### src/rtl/oqpsk_axis_ingress_pkg.sv
// Shared types for the O-QPSK transmit path.
package oqpsk_axis_ingress_pkg;

  // Ingress sequencing in front of the I/Q symbol FSMs.
  typedef enum logic [1:0] {
    IDLE       = 2'd0,
    PRIME      = 2'd1,
    RUN        = 2'd2,
    DRAIN_WAIT = 2'd3
  } ingress_state_t;

  // Symbol FSM sequencing as seen by the modulator core.
  typedef enum logic [1:0] {
    TX_IDLE        = 2'd0,
    TX_BUSY        = 2'd1,
    TX_OFFSET_TAIL = 2'd2
  } transmission_state_t;

endpackage

### src/rtl/axis_sync_fifo.sv
// Small synchronous FIFO with a registered head word (zero when empty).
module axis_sync_fifo #(
  parameter int unsigned DATA_WIDTH = 17,
  parameter int unsigned DEPTH      = 2
) (
  input  logic                          clk,
  input  logic                          rst,
  input  logic                          push,
  input  logic                          pop,
  input  logic [DATA_WIDTH-1:0]         din,
  output logic [DATA_WIDTH-1:0]         dout,
  output logic                          full,
  output logic                          empty,
  output logic [$clog2(DEPTH):0]        count
);

  localparam int unsigned PTR_W = $clog2(DEPTH);
  localparam int unsigned CNT_W = PTR_W + 1;

  logic [DATA_WIDTH-1:0] r_mem [DEPTH];
  logic [PTR_W-1:0]      r_wr_ptr;
  logic [PTR_W-1:0]      r_rd_ptr;
  logic [CNT_W-1:0]      r_count;
  logic [DATA_WIDTH-1:0] r_dout;

  logic                  w_push;
  logic                  w_pop;
  logic [PTR_W-1:0]      w_rd_next;
  logic [CNT_W-1:0]      w_count_next;
  logic [DATA_WIDTH-1:0] w_dout_next;

  assign full   = (r_count == CNT_W'(DEPTH));
  assign empty  = (r_count == '0);
  assign count  = r_count;
  assign dout   = r_dout;
  assign w_push = push && !full;
  assign w_pop  = pop && !empty;

  // Head word as it will be after this edge; a push lands at the head when
  // the FIFO is empty or the only stored word is being popped.
  always_comb begin
    w_rd_next    = w_pop ? (r_rd_ptr + PTR_W'(1)) : r_rd_ptr;
    w_count_next = r_count + CNT_W'(w_push) - CNT_W'(w_pop);
    w_dout_next  = '0;
    if (w_count_next != '0) begin
      if (w_push && ((r_count == '0) || ((r_count == CNT_W'(1)) && w_pop))) begin
        w_dout_next = din;
      end else begin
        w_dout_next = r_mem[w_rd_next];
      end
    end
  end

  // Storage array, written on accepted pushes.
  always_ff @(posedge clk) begin
    if (w_push) begin
      r_mem[r_wr_ptr] <= din;
    end
  end

  // Pointers, occupancy and registered head.
  always_ff @(posedge clk or posedge rst) begin
    if (rst) begin
      r_wr_ptr <= '0;
      r_rd_ptr <= '0;
      r_count  <= '0;
      r_dout   <= '0;
    end else begin
      if (w_push) begin
        r_wr_ptr <= r_wr_ptr + PTR_W'(1);
      end
      r_rd_ptr <= w_rd_next;
      r_count  <= w_count_next;
      r_dout   <= w_dout_next;
    end
  end

endmodule

### src/rtl/oqpsk_axis_ingress.sv
// AXI4-Stream ingress: buffers words for the I/Q symbol FSMs and sequences them.
module oqpsk_axis_ingress
  import oqpsk_axis_ingress_pkg::*;
#(
  parameter int unsigned C_S00_AXIS_TDATA_WIDTH = 16,
  parameter int unsigned BURST_SIZE             = 2
) (
  input  logic                              aclk,
  input  logic                              areset,
  input  logic [C_S00_AXIS_TDATA_WIDTH-1:0] s00_axis_tdata,
  input  logic                              s00_axis_tvalid,
  input  logic                              s00_axis_tlast,
  output logic                              s00_axis_tready,
  input  logic                              last_sample_of_packet,
  input  logic                              end_of_transmission,
  output logic                              start_fsms,
  output logic                              last_packet,
  output logic [C_S00_AXIS_TDATA_WIDTH-1:0] packet_data,
  output logic                              underrun
);

  localparam int unsigned DATA_W = C_S00_AXIS_TDATA_WIDTH + 1;
  localparam int unsigned CNT_W  = $clog2(BURST_SIZE) + 1;

  ingress_state_t    r_state;
  ingress_state_t    w_state_next;
  logic              r_tready;
  logic              r_start_fsms;
  logic              r_underrun;
  logic              r_tlast_seen;
  logic              w_tready_next;
  logic              w_start_next;
  logic              w_underrun_next;
  logic              w_tlast_seen_next;
  logic              w_push;
  logic              w_pop;
  logic              w_full;
  logic              w_empty;
  logic [CNT_W-1:0]  w_count;
  logic [CNT_W-1:0]  w_count_next;
  logic [DATA_W-1:0] w_head;

  assign w_push       = s00_axis_tvalid && r_tready && !w_full;
  assign w_pop        = r_start_fsms && last_sample_of_packet && !w_empty;
  assign w_count_next = w_count + CNT_W'(w_push) - CNT_W'(w_pop);

  assign s00_axis_tready = r_tready;
  assign start_fsms      = r_start_fsms;
  assign underrun        = r_underrun;
  assign packet_data     = w_head[C_S00_AXIS_TDATA_WIDTH-1:0];
  assign last_packet     = w_head[DATA_W-1];

  axis_sync_fifo #(
    .DATA_WIDTH (DATA_W),
    .DEPTH      (BURST_SIZE)
  ) u_fifo (
    .clk   (aclk),
    .rst   (areset),
    .push  (w_push),
    .pop   (w_pop),
    .din   ({s00_axis_tlast, s00_axis_tdata}),
    .dout  (w_head),
    .full  (w_full),
    .empty (w_empty),
    .count (w_count)
  );

  // Next state plus next values of the registered handshake/enable outputs.
  always_comb begin
    w_state_next      = r_state;
    w_tlast_seen_next = r_tlast_seen;
    w_underrun_next   = r_underrun;
    if (w_push && s00_axis_tlast) begin
      w_tlast_seen_next = 1'b1;
    end
    case (r_state)
      IDLE: begin
        if (w_push) begin
          w_state_next = PRIME;
        end
      end
      PRIME: begin
        if ((w_count_next == CNT_W'(BURST_SIZE)) || w_tlast_seen_next) begin
          w_state_next = RUN;
        end
      end
      RUN: begin
        if (w_pop && w_head[DATA_W-1]) begin
          w_state_next = DRAIN_WAIT;
        end
        if (last_sample_of_packet && w_empty) begin
          w_underrun_next = 1'b1;
        end
      end
      DRAIN_WAIT: begin
        if (end_of_transmission) begin
          w_state_next      = IDLE;
          w_tlast_seen_next = 1'b0;
        end
      end
      default: w_state_next = IDLE;
    endcase
    w_tready_next = (w_count_next != CNT_W'(BURST_SIZE)) && !w_tlast_seen_next
                    && (w_state_next != DRAIN_WAIT);
    w_start_next  = ((w_state_next == RUN) && (w_count_next != '0))
                    || (w_state_next == DRAIN_WAIT);
  end

  // State and output registers.
  always_ff @(posedge aclk or posedge areset) begin
    if (areset) begin
      r_state      <= IDLE;
      r_tlast_seen <= 1'b0;
      r_underrun   <= 1'b0;
      r_tready     <= 1'b0;
      r_start_fsms <= 1'b0;
    end else begin
      r_state      <= w_state_next;
      r_tlast_seen <= w_tlast_seen_next;
      r_underrun   <= w_underrun_next;
      r_tready     <= w_tready_next;
      r_start_fsms <= w_start_next;
    end
  end

endmodule
### config.mk
export PLATFORM = sky130hd
export DESIGN_NAME = oqpsk_axis_ingress
export DESIGN_NICKNAME = d
export VERILOG_FILES = /design/src/rtl/oqpsk_axis_ingress_pkg.sv /design/src/rtl/axis_sync_fifo.sv /design/src/rtl/oqpsk_axis_ingress.sv
export SDC_FILE = /design/constraint.sdc
export NUM_CORES = 1
export LEC_CHECK = 0
export ABC_AREA = 1
export CAP_MARGIN = 20
export CORE_AREA = 10 10 83 85
export CTS_CLUSTER_SIZE = 25
export DETAILED_ROUTE_END_ITERATION = 8
export DIE_AREA = 0 0 93 95
export HOLD_SLACK_MARGIN = 0.08
export PLACE_DENSITY = 0.77
export RECOVER_POWER = 25
export SLEW_MARGIN = 20
export SYNTH_ARGS = -nofsm -noshare
export SYNTH_HDL_FRONTEND = slang
export SYNTH_SLANG_ARGS = --single-unit
### constraint.sdc
create_clock -name aclk -period 2 [get_ports aclk]
set_input_delay 0.6 -clock aclk [delete_from_list [all_inputs] [get_ports aclk]]
set_output_delay 0.6 -clock aclk [all_outputs]
set_load 0.01 [all_outputs]
==> flow_summary.ini, run 1 <==
[synth]
synth_fa_ha_area_share_pct = 1.84
ys_ff_latch = 61
synth_top_family_by_area = simple AND/OR/NAND/NOR gates
seq_area_frac_synth_pct = 62.5
ys.flop_type = edfxtp_1
syn_area_um2 = 2710
avgSynthCellArea_um2 = 12.1
async_reset_ff_share_pct = 44.3
synth_cell_type_count = 29
synthMuxAreaShare_pct = 0
synth_compound_area_share_pct = 9.17
synth-simple-area-share_pct = 18.3
syn_nets = 250
synth_cells = 224
yosys_warnings = 0
yosys.area_share.xor_xnor_pct = 0.645
synth_edf_count = 34

[die]
io-pin-count = 42
die_w_um = 93
row_count = 27
die_h_um = 95
start_util_pct = 50.8
die_area_um2 = 8840
core_area_um2 = 5340

[power_and_ir_drop]
switchingPower_uw = 480
ir_worst_vdd_v = 0.000530
swShare_pct = 20.4
leakagePower_nw = 1.60
pwr-share-seq_pct = 56.6
clkPwrFrac_pct = 40.7
p_int_mw = 1.87
power_density_nw_per_um2 = 640
combPwrFrac_pct = 2.7
power_mw = 2.35

[detailed_routing]
vias_per_cell = 5.09
drt_iter0_drc = 80
route.detailed.drc = 0
ant_nets = 0
dr.pass1.iters = 4
finalWirelength_um = 6060
vias = 1885
wl_per_cell_um = 16.4

[finish]
drive_above_1_share_pct = 33.2
diodes = 0
syn_to_final_growth_pct = 35.3
nets = 320

[setup_path]
end_kind = flop
r2r_slack_ps = 80
r2r_cells = 9
path_cells = nor2_4 > nor2_4 > ha_4 > inv_1 > ha_2 > nand3b_4 > buf_12 > o211ai_1 > inv_1
slowest_stage = dfrtp_2
rr_endpoint = u_fifo.dout[5]$_DFF_PP0_
startpoint_type = flop
path_class = reg2reg
max_stage_delay_ps = 460
cp.arrival_ps = 2140
critPathRequiredTime_ps = 2230
r2r-start = u_fifo.count[0]$_DFF_PP0_
crit_path_max_fanout = 6

[placed_design]
port_buffers = 41
gp_congestion = 0.805
dpl_worst_slack_ps = -460
dp.final_hpwl_um = 3910

[grt]
grt_pass1_vias = 2096
top_usage_layer = met2
grt_use_total_pct = 14.8
use_met3_pct = 5.00
grt_max_degree = 28
grt-ovfl-total = 0
antenna_found_initial = 0
grt_pass1_wl_um = 10100
gr-usage-met2_pct = 25.1
use_met1_pct = 16.2

[sta]
setup_violations = 0
period_needed_ps = 1920
tightestPinTransition_ps = 724
fin_ws_ps = 84.5
slew_headroom_pct = 51.7
fin_crit_sh_pct = 95.8
fin_skew_ps = 7.29
hold_viol_final = 0
rsz0062_at_grt = no
finalMaxSlewViolations = 0
clock.fmax_mhz = 522

[status]
outcome = complete, no violations

[clock_tree]
cts.sinks = 61
hold_buffers = 0
clk_path_buf_depth = 2
cts_root_buffer = clkbuf_8
ctsHtreeMaxLevel = 3
path_clk_slew_ps = 70
clock_latency_ps = 340
tritoncts = done
cts_made_buffers = 9

[worst_hold_path]
hold_start = underrun$_DFFE_PP0P_
hp-class = reg2reg
hold_path_depth = 1
whs_endpoint = underrun$_DFFE_PP0P_

[flow_run]
maxCapViolCount = 0
worst max-delay path by stage:
| stage | endpoint | from | depth (start not counted) |
|---|---|---|---|
| after global placement | start_fsms$_DFF_PP0_ | s00_axis_tvalid | 12 |
| after global routing | u_fifo.dout[4]$_DFF_PP0_ | u_fifo.count[0]$_DFF_PP0_ | 10 |
| after CTS | u_fifo.dout[5]$_DFF_PP0_ | s00_axis_tvalid | 11 |
| final | u_fifo.dout[5]$_DFF_PP0_ | u_fifo.count[0]$_DFF_PP0_ | 9 |
| after floorplan | u_fifo.r_mem[1][0]$_DFFE_PP_ | s00_axis_tvalid | 4 |
| after detailed placement | start_fsms$_DFF_PP0_ | s00_axis_tvalid | 11 |
flip-flops by register name (all words and copies together), names as in the netlist:
signal,cells
start_fsms,1
u_fifo.count,2
r_tlast_seen,1
u_fifo.r_mem,34
s00_axis_tready,1
u_fifo.dout,17
u_fifo.r_rd_ptr,1
r_state,2
underrun,1
u_fifo.r_wr_ptr,1
worst max-delay path, delay by kind of cell (launching register included):
family                   cells  cell delay [ps]
adder cells (fa/ha/maj)      2              520
buffers and inverters        3              270
AO/OA/AOI/OAI                1               90
flip-flops                   1              460
AND/OR/NAND/NOR              3              450
synthesized netlist by cell type, types with 2 or more instances:
cell type	n	area, um2
nand2_2	10	62.6
nand3b_1	2	15.0
nand3_2	9	90.1
o211ai_2	11	138
inv_1	26	97.6
ha_1	4	50.1
nand2_4	2	22.5
nor2_1	7	26.3
a21oi_1	5	25.0
nand3_1	28	140
inv_2	11	41.3
o211ai_1	7	52.6
edfxtp_1	34	1020
nand2_1	24	90.1
dfrtp_1	27	676
buf_4	3	22.5
buf_2	2	10.0
kinds of logic (layout without fill, tap and decap cells):
kind of cell,after synthesis,after routing
AND/OR/NAND/NOR,87,87
flip-flops,61,61
buffers and inverters,44,118
AO/OA/AOI/OAI,26,26
adder cells (fa/ha/maj),4,4
XOR/XNOR,2,2
power by group through the flow:
stage	combinational, mW	clock [mW]	sequential, mW
after floorplan	0.00812	0	1.36
after global placement	0.0671	0	1.35
after detailed placement	0.0685	0	1.35
after CTS	0.0676	0.975	1.33
after global routing	0.0690	1.03	1.33
final	0.0632	0.955	1.33
cell type report:
cell class                      count  area, um2
Sequential cell                    61       1700
Tap cell                           72       90.1
Multi-Input combinational cell    119        887
Timing Repair Buffer               66        687
Inverter                           37        141
Fill cell                         420       1670
Clock inverter                      2       8.76
Clock buffer                       13        159
what timing repair did:
action	4_1_cts	5_1_grt
setup endpoints to repair	20	21
gates cloned	1	0
setup buffers	0	3
resized for setup	13	9
pin swaps	3	9
stage by stage:
stage	cell area, um2	util (%)	hold slack, ps	TNS, ps	instances
floorplan	2710	-	503	0	224
global placement	3380	63.3	446	-11120	351
detailed placement	3380	63.3	461	-12240	351
CTS	3620	67.8	481	0	367
global route	3670	68.8	502	0	370
finish	3670	68.8	487	0	370
routing by layer:
layer  up-vias  wire (um)
li1        902          -
met1       922       2580
met2        49       2980
met3        12        378
met4         0        122
met5         -          0
cell usage in the layout, fill, tap and decap left out, types with 2 or more instances in the layout:
cell / netlist / final
buf_12: 1 / 5
inv_2: 11 / 14
inv_1: 26 / 22
clkbuf_8: 0 / 11
dfrtp_1: 27 / 26
buf_4: 3 / 16
nand3_1: 28 / 28
nand2_2: 10 / 13
nand3_2: 9 / 9
clkbuf_1: 0 / 2
nand3b_1: 2 / 2
edfxtp_1: 34 / 34
dlygate4sd3_1: 0 / 6
o211ai_2: 11 / 10
nor2_4: 1 / 2
clkdlybuf4s50_1: 0 / 33
ha_4: 0 / 3
buf_6: 1 / 2
nand2_1: 24 / 20
o211ai_1: 7 / 7
a21oi_1: 5 / 4
nand2_4: 2 / 3
nor2_1: 7 / 7
Note: power is estimated with default switching activity, not from simulation.
==> run 2: changes to the inputs <==
--- a/config.mk
+++ b/config.mk
@@ -7,12 +7,12 @@
 export LEC_CHECK = 0
 export ABC_AREA = 1
 export CAP_MARGIN = 20
-export CORE_AREA = 10 10 83 85
+export CORE_AREA = 10 10 87 89
 export CTS_CLUSTER_SIZE = 25
 export DETAILED_ROUTE_END_ITERATION = 8
-export DIE_AREA = 0 0 93 95
+export DIE_AREA = 0 0 97 99
 export HOLD_SLACK_MARGIN = 0.08
-export PLACE_DENSITY = 0.77
+export PLACE_DENSITY = 0.73
 export RECOVER_POWER = 25
 export SLEW_MARGIN = 20
 export SYNTH_ARGS = -nofsm -noshare
==> constraint.sdc (replaced) <==
create_clock -name aclk -period 1.71 [get_ports aclk]
set_input_delay 0.513 -clock aclk [delete_from_list [all_inputs] [get_ports aclk]]
set_output_delay 0.513 -clock aclk [all_outputs]
set_load 0.01 [all_outputs]
==> run 2 against run 1 <==
  * The run now ends with setup timing left
  * Sequential cell count did not move
  * Critical path depth rose by 1
  * Global-route usage fell by 2.2 points
  * Setup slack got worse by 220 ps
  * Sequential power rose by 17%
  * Wire length fell by 3.5%
  * Utilization fell by 4.3 points
  * Register-to-register slack got worse by 220 ps
  * Critical path type unchanged
  * Clock skew rose by 0.82 ps
  * Highest routed layer unchanged
  * Fmax rose by 4.0%
  * Non-clock buffer count rose by 14
==> flow_summary.ini, run 2 (same netlist as run 1, synthesis figures left out) <==
[status]
outcome = finished, violations left
violations = setup timing

[grt]
grt_pass1_vias = 1966
grt_max_degree = 28
antenna_found_initial = 0
grt_pass1_wl_um = 9630
grt-ovfl-total = 0
grt_use_total_pct = 12.6

[sta]
holdWs_ps = 475
fin_ws_ps = -132
hold_viol_final = 0
clock.fmax_mhz = 543
period_needed_ps = 1840
setup_violations = 20
rsz0062_at_grt = yes
fin_crit_sh_pct = 108
finalMaxSlewViolations = 0
tightestPinTransition_ps = 756
slew_headroom_pct = 49.6
fin_skew_ps = 8.11

[detailed_routing]
ant_nets = 0
wl_per_cell_um = 15.1
drt_iter0_drc = 79
met2_length_um = 2850
finalWirelength_um = 5850
top_layer = met4
dr.pass1.iters = 4
route.detailed.drc = 0
wl_met3_um = 343
wl_met1_um = 2590
vias_per_cell = 4.85
vias = 1880

[finish]
fillerInstances = 465
largest_register_ffs = 34
nets = 334
fin_cells = 388
syn_to_final_growth_pct = 39.1
regMostFlops = u_fifo.r_mem
final_common_cell = edfxtp_1
diodes = 0
drive_above_1_share_pct = 37.4
most-common-layout-cells = edfxtp_1, buf_4, nand3_1
design_area_um2 = 3770

[worst_hold_path]
whs_endpoint = underrun$_DFFE_PP0P_
hp-class = reg2reg
hold_path_depth = 1
hold_start = underrun$_DFFE_PP0P_

[clock_tree]
tritoncts = done
clk_path_buf_depth = 2
path_clk_slew_ps = 70
cts.sinks = 61
ctsHtreeMaxLevel = 3
clock_latency_ps = 340
cts_made_buffers = 9
cts_root_buffer = clkbuf_8
hold_buffers = 0

[die]
row_count = 28
die_h_um = 99
start_util_pct = 46.4
io-pin-count = 42
die_w_um = 97
core_area_um2 = 5850
die_area_um2 = 9600

[setup_path]
r2r_cells = 10
end_kind = flop
r2r-start = u_fifo.count[1]$_DFF_PP0_
path_class = reg2reg
crit_start = u_fifo.count[1]$_DFF_PP0_
r2r_slack_ps = -130
startpoint_type = flop
critPathRequiredTime_ps = 1990
rr_endpoint = u_fifo.dout[4]$_DFF_PP0_
crit_path_max_fanout = 5
cp.arrival_ps = 2120

[flow_run]
maxCapViolCount = 0

[placed_design]
placedCellCount = 366
port_buffers = 41
dp.final_hpwl_um = 4080
gp_congestion = 0.770
dpl_cell_area_um2 = 3550

[power_and_ir_drop]
power_density_nw_per_um2 = 745
power_mw = 2.81
leakagePower_nw = 1.72
ir_worst_vdd_v = 0.000647
[run 2: timing repair]
item	CTS	global route
buffers inserted	0	5
gates resized for setup	23	5
pin swaps	1	6
gates cloned	0	1
setup endpoints to repair	74	24
[run 2: routing by layer]
layer | vias up | GRT usage [%]
met5 | - | 0
met4 | 0 | 5.11
met3 | 4 | 5.73
met2 | 44 | 19.4
met1 | 892 | 14.9
li1 | 940 | -
[run 2: cell type report]
type / count / area [um2] / share of cell area (%)
Sequential cell: 61 / 1700 / 45.0
Tap cell: 75 / 93.8 / 2.49
Timing Repair Buffer: 80 / 737 / 19.5
Inverter: 37 / 141 / 3.75
Multi-Input combinational cell: 119 / 923 / 24.5
Clock inverter: 7 / 56.3 / 1.49
Clock buffer: 9 / 124 / 3.28
[run 2: how the worst max path moves through the flow]
stage | endpoint | slack, ps | cells after the start
floorplan | u_fifo.r_mem[1][0]$_DFFE_PP_ | -120 | 4
global placement | start_fsms$_DFF_PP0_ | -650 | 11
detailed placement | start_fsms$_DFF_PP0_ | -710 | 11
CTS | u_fifo.dout[1]$_DFF_PP0_ | -110 | 10
global route | u_fifo.dout[1]$_DFF_PP0_ | -220 | 10
finish | u_fifo.dout[4]$_DFF_PP0_ | -130 | 10
[run 2: power by group]
part | internal, mW | total [mW] | switching (mW)
combinational | 0.0429 | 0.0796 | 0.0367
clock | 0.649 | 1.18 | 0.529
sequential | 1.55 | 1.55 | 0
total | 2.25 | 2.81 | 0.566
[run 2: critical path, cell delays in order (launching register included)]
cell and delay (ps):
dfrtp_2 450, nor2_4 180, nor2_4 60, ha_4 250, inv_2 30, ha_4 140, or2_4 240, nand3b_4 120
clkbuf_16 160, o211ai_1 70, inv_1 50
[run 2: stage by stage]
stage	setup TNS [ps]	worst slack, ps	util (%)
2_1_floorplan	-4950	-119	-
3_3_place_gp	-26710	-646	60.7
3_5_place_dp	-28490	-705	60.7
4_1_cts	-1640	-113	63.4
5_1_grt	-3910	-218	64.5
6_report	-2100	-132	64.5
==> run 3: changes to the inputs <==
--- a/config.mk
+++ b/config.mk
@@ -14,6 +14,7 @@
 export HOLD_SLACK_MARGIN = 0.08
 export PLACE_DENSITY = 0.73
 export RECOVER_POWER = 25
+export SETUP_SLACK_MARGIN = 0.4
 export SLEW_MARGIN = 20
 export SYNTH_ARGS = -nofsm -noshare
 export SYNTH_HDL_FRONTEND = slang
==> run 3 against run 2 <==
  * The flow still finishes with violations (setup timing)
  * Utilization rose by 5.8 points
  * Via count is 7.4% higher
  * Sequential share of layout area is 3.7 points lower
==> flow_summary.ini, run 3 (same netlist as run 1, synthesis figures left out) <==
[power_and_ir_drop]
power_density_nw_per_um2 = 725
power_mw = 2.98
leakagePower_nw = 1.81
ir_worst_vdd_v = 0.000645

[clock_tree]
path_clk_slew_ps = 70
clk_path_buf_depth = 2
cts.sinks = 61
cts_made_buffers = 9
hold_buffers = 0
clock_latency_ps = 340
cts_root_buffer = clkbuf_8
ctsHtreeMaxLevel = 3
tritoncts = done

[detailed_routing]
dr.pass1.iters = 4
wl_met1_um = 2660
vias = 2019
drt_iter0_drc = 79
finalWirelength_um = 6550
wl_per_cell_um = 16.3
route.detailed.drc = 0
ant_nets = 0
vias_per_cell = 5.02
met2_length_um = 3380
wl_met3_um = 354
top_layer = met4

[sta]
rsz0062_at_grt = yes
period_needed_ps = 1880
tightestPinTransition_ps = 610
setup_violations = 21
tns_ps = -2840
slew_headroom_pct = 59.3
hold_viol_final = 0
fin_ws_ps = -168
fin_crit_sh_pct = 110
fin_skew_ps = 12.1
finalMaxSlewViolations = 0
holdWs_ps = 529
clock.fmax_mhz = 532

[worst_hold_path]
hp-class = in2async

[finish]
drive_above_1_share_pct = 48.3
regMostFlops = u_fifo.r_mem
diodes = 0
most-common-layout-cells = edfxtp_1, buf_4, nand3_1
syn_to_final_growth_pct = 51.5
final_common_cell = edfxtp_1
design_area_um2 = 4110
largest_register_ffs = 34
fillerInstances = 382
nets = 348

[setup_path]
crit_path_max_fanout = 10
path_class = reg2reg
r2r_slack_ps = -170
r2r_cells = 10
rr_endpoint = u_fifo.dout[12]$_DFF_PP0_
startpoint_type = flop
critPathRequiredTime_ps = 1980
end_kind = flop
r2r-start = u_fifo.count[1]$_DFF_PP0_
cp.arrival_ps = 2150

[status]
outcome = finished, violations left
violations = setup timing

[die]
die_area_um2 = 9600
die_w_um = 97
io-pin-count = 42
die_h_um = 99
start_util_pct = 46.4
row_count = 28
core_area_um2 = 5850

[placed_design]
gp_congestion = 0.725
dp.final_hpwl_um = 4240
port_buffers = 41
dpl_cell_area_um2 = 3560

[grt]
grt_pass1_vias = 2124
grt_use_total_pct = 13.9
grt-ovfl-total = 0
grt_pass1_wl_um = 10700
grt_max_degree = 14
antenna_found_initial = 0

[flow_run]
maxCapViolCount = 0
[run 3: cell types whose count changed in the layout (fill, tap and decap cells not counted), moves of 3 or more]
| cell | before | now |
|---|---|---|
| nand2_8 | 1 | 5 |
| nand2_4 | 4 | 1 |
| buf_12 | 3 | 8 |
| clkdlybuf4s50_1 | 18 | 9 |
| dlygate4sd2_1 | 20 | 0 |
| buf_16 | 0 | 3 |
| dlygate4sd3_1 | 1 | 10 |
| buf_6 | 1 | 20 |
| nor2_4 | 2 | 5 |
| buf_2 | 0 | 8 |
[run 3: layer usage]
layer | track usage [%] | vias to the layer above
met5 | 0 | -
met4 | 4.88 | 0
met3 | 5.17 | 19
met2 | 23.6 | 54
met1 | 15.7 | 980
li1 | - | 966
[run 3: worst max-delay path by stage]
stage	from	slack [ps]	cells past startpoint	to
after detailed placement	last_sample_of_packet	-800	11	start_fsms$_DFF_PP0_
after global placement	last_sample_of_packet	-690	11	start_fsms$_DFF_PP0_
after global routing	u_fifo.count[1]$_DFF_PP0_	-240	9	start_fsms$_DFF_PP0_
final	u_fifo.count[1]$_DFF_PP0_	-170	10	u_fifo.dout[12]$_DFF_PP0_
after floorplan	u_fifo.count[1]$_DFF_PP0_	-80	10	u_fifo.dout[6]$_DFF_PP0_
after CTS	u_fifo.count[0]$_DFF_PP0_	-140	10	u_fifo.dout[12]$_DFF_PP0_
[run 3: worst max-delay path: stages (launching register included)]
cell and delay (ps):
dfrtp_1 430, nor2_4 210, nor2_4 70, ha_4 260, inv_2 40, ha_4 140, or2_4 240, nand3b_4 110
buf_12 150, o211ai_2 90, inv_2 60
[run 3: cell type report]
class                           instances  area, um2  share of cell area, %
Inverter                               37        146                   3.56
Multi-Input combinational cell        120       1000                   24.4
Sequential cell                        61       1700                   41.4
Tap cell                               75       93.8                   2.28
Clock buffer                           10        128                   3.10
Timing Repair Buffer                   93        962                   23.4
Clock inverter                          6       77.6                   1.89
[run 3: through the flow]
stage | worst slack (ps) | util [%] | instances
floorplan | -77.8 | - | 224
global placement | -692 | 60.9 | 361
detailed placement | -798 | 60.9 | 361
CTS | -138 | 68.1 | 398
global route | -243 | 70.3 | 402
finish | -168 | 70.3 | 402
[run 3: report_power, final]
| group | internal [mW] | leakage [nW] | switching, mW | total (mW) |
|---|---|---|---|---|
| clock network | 0.806 | 0.105 | 0.544 | 1.35 |
| registers | 1.55 | 0.624 | 0 | 1.55 |
| logic | 0.0402 | 1.08 | 0.0379 | 0.0781 |
| total | 2.40 | 1.81 | 0.582 | 2.98 |
[run 3: timing repair]
| item | 4_1_cts | 5_1_grt |
|---|---|---|
| setup buffers | 17 | 4 |
| setup endpoints to repair | 80 | 79 |
| gates cloned | 4 | 0 |
| resized for setup | 105 | 19 |
| pin swaps | 5 | 13 |
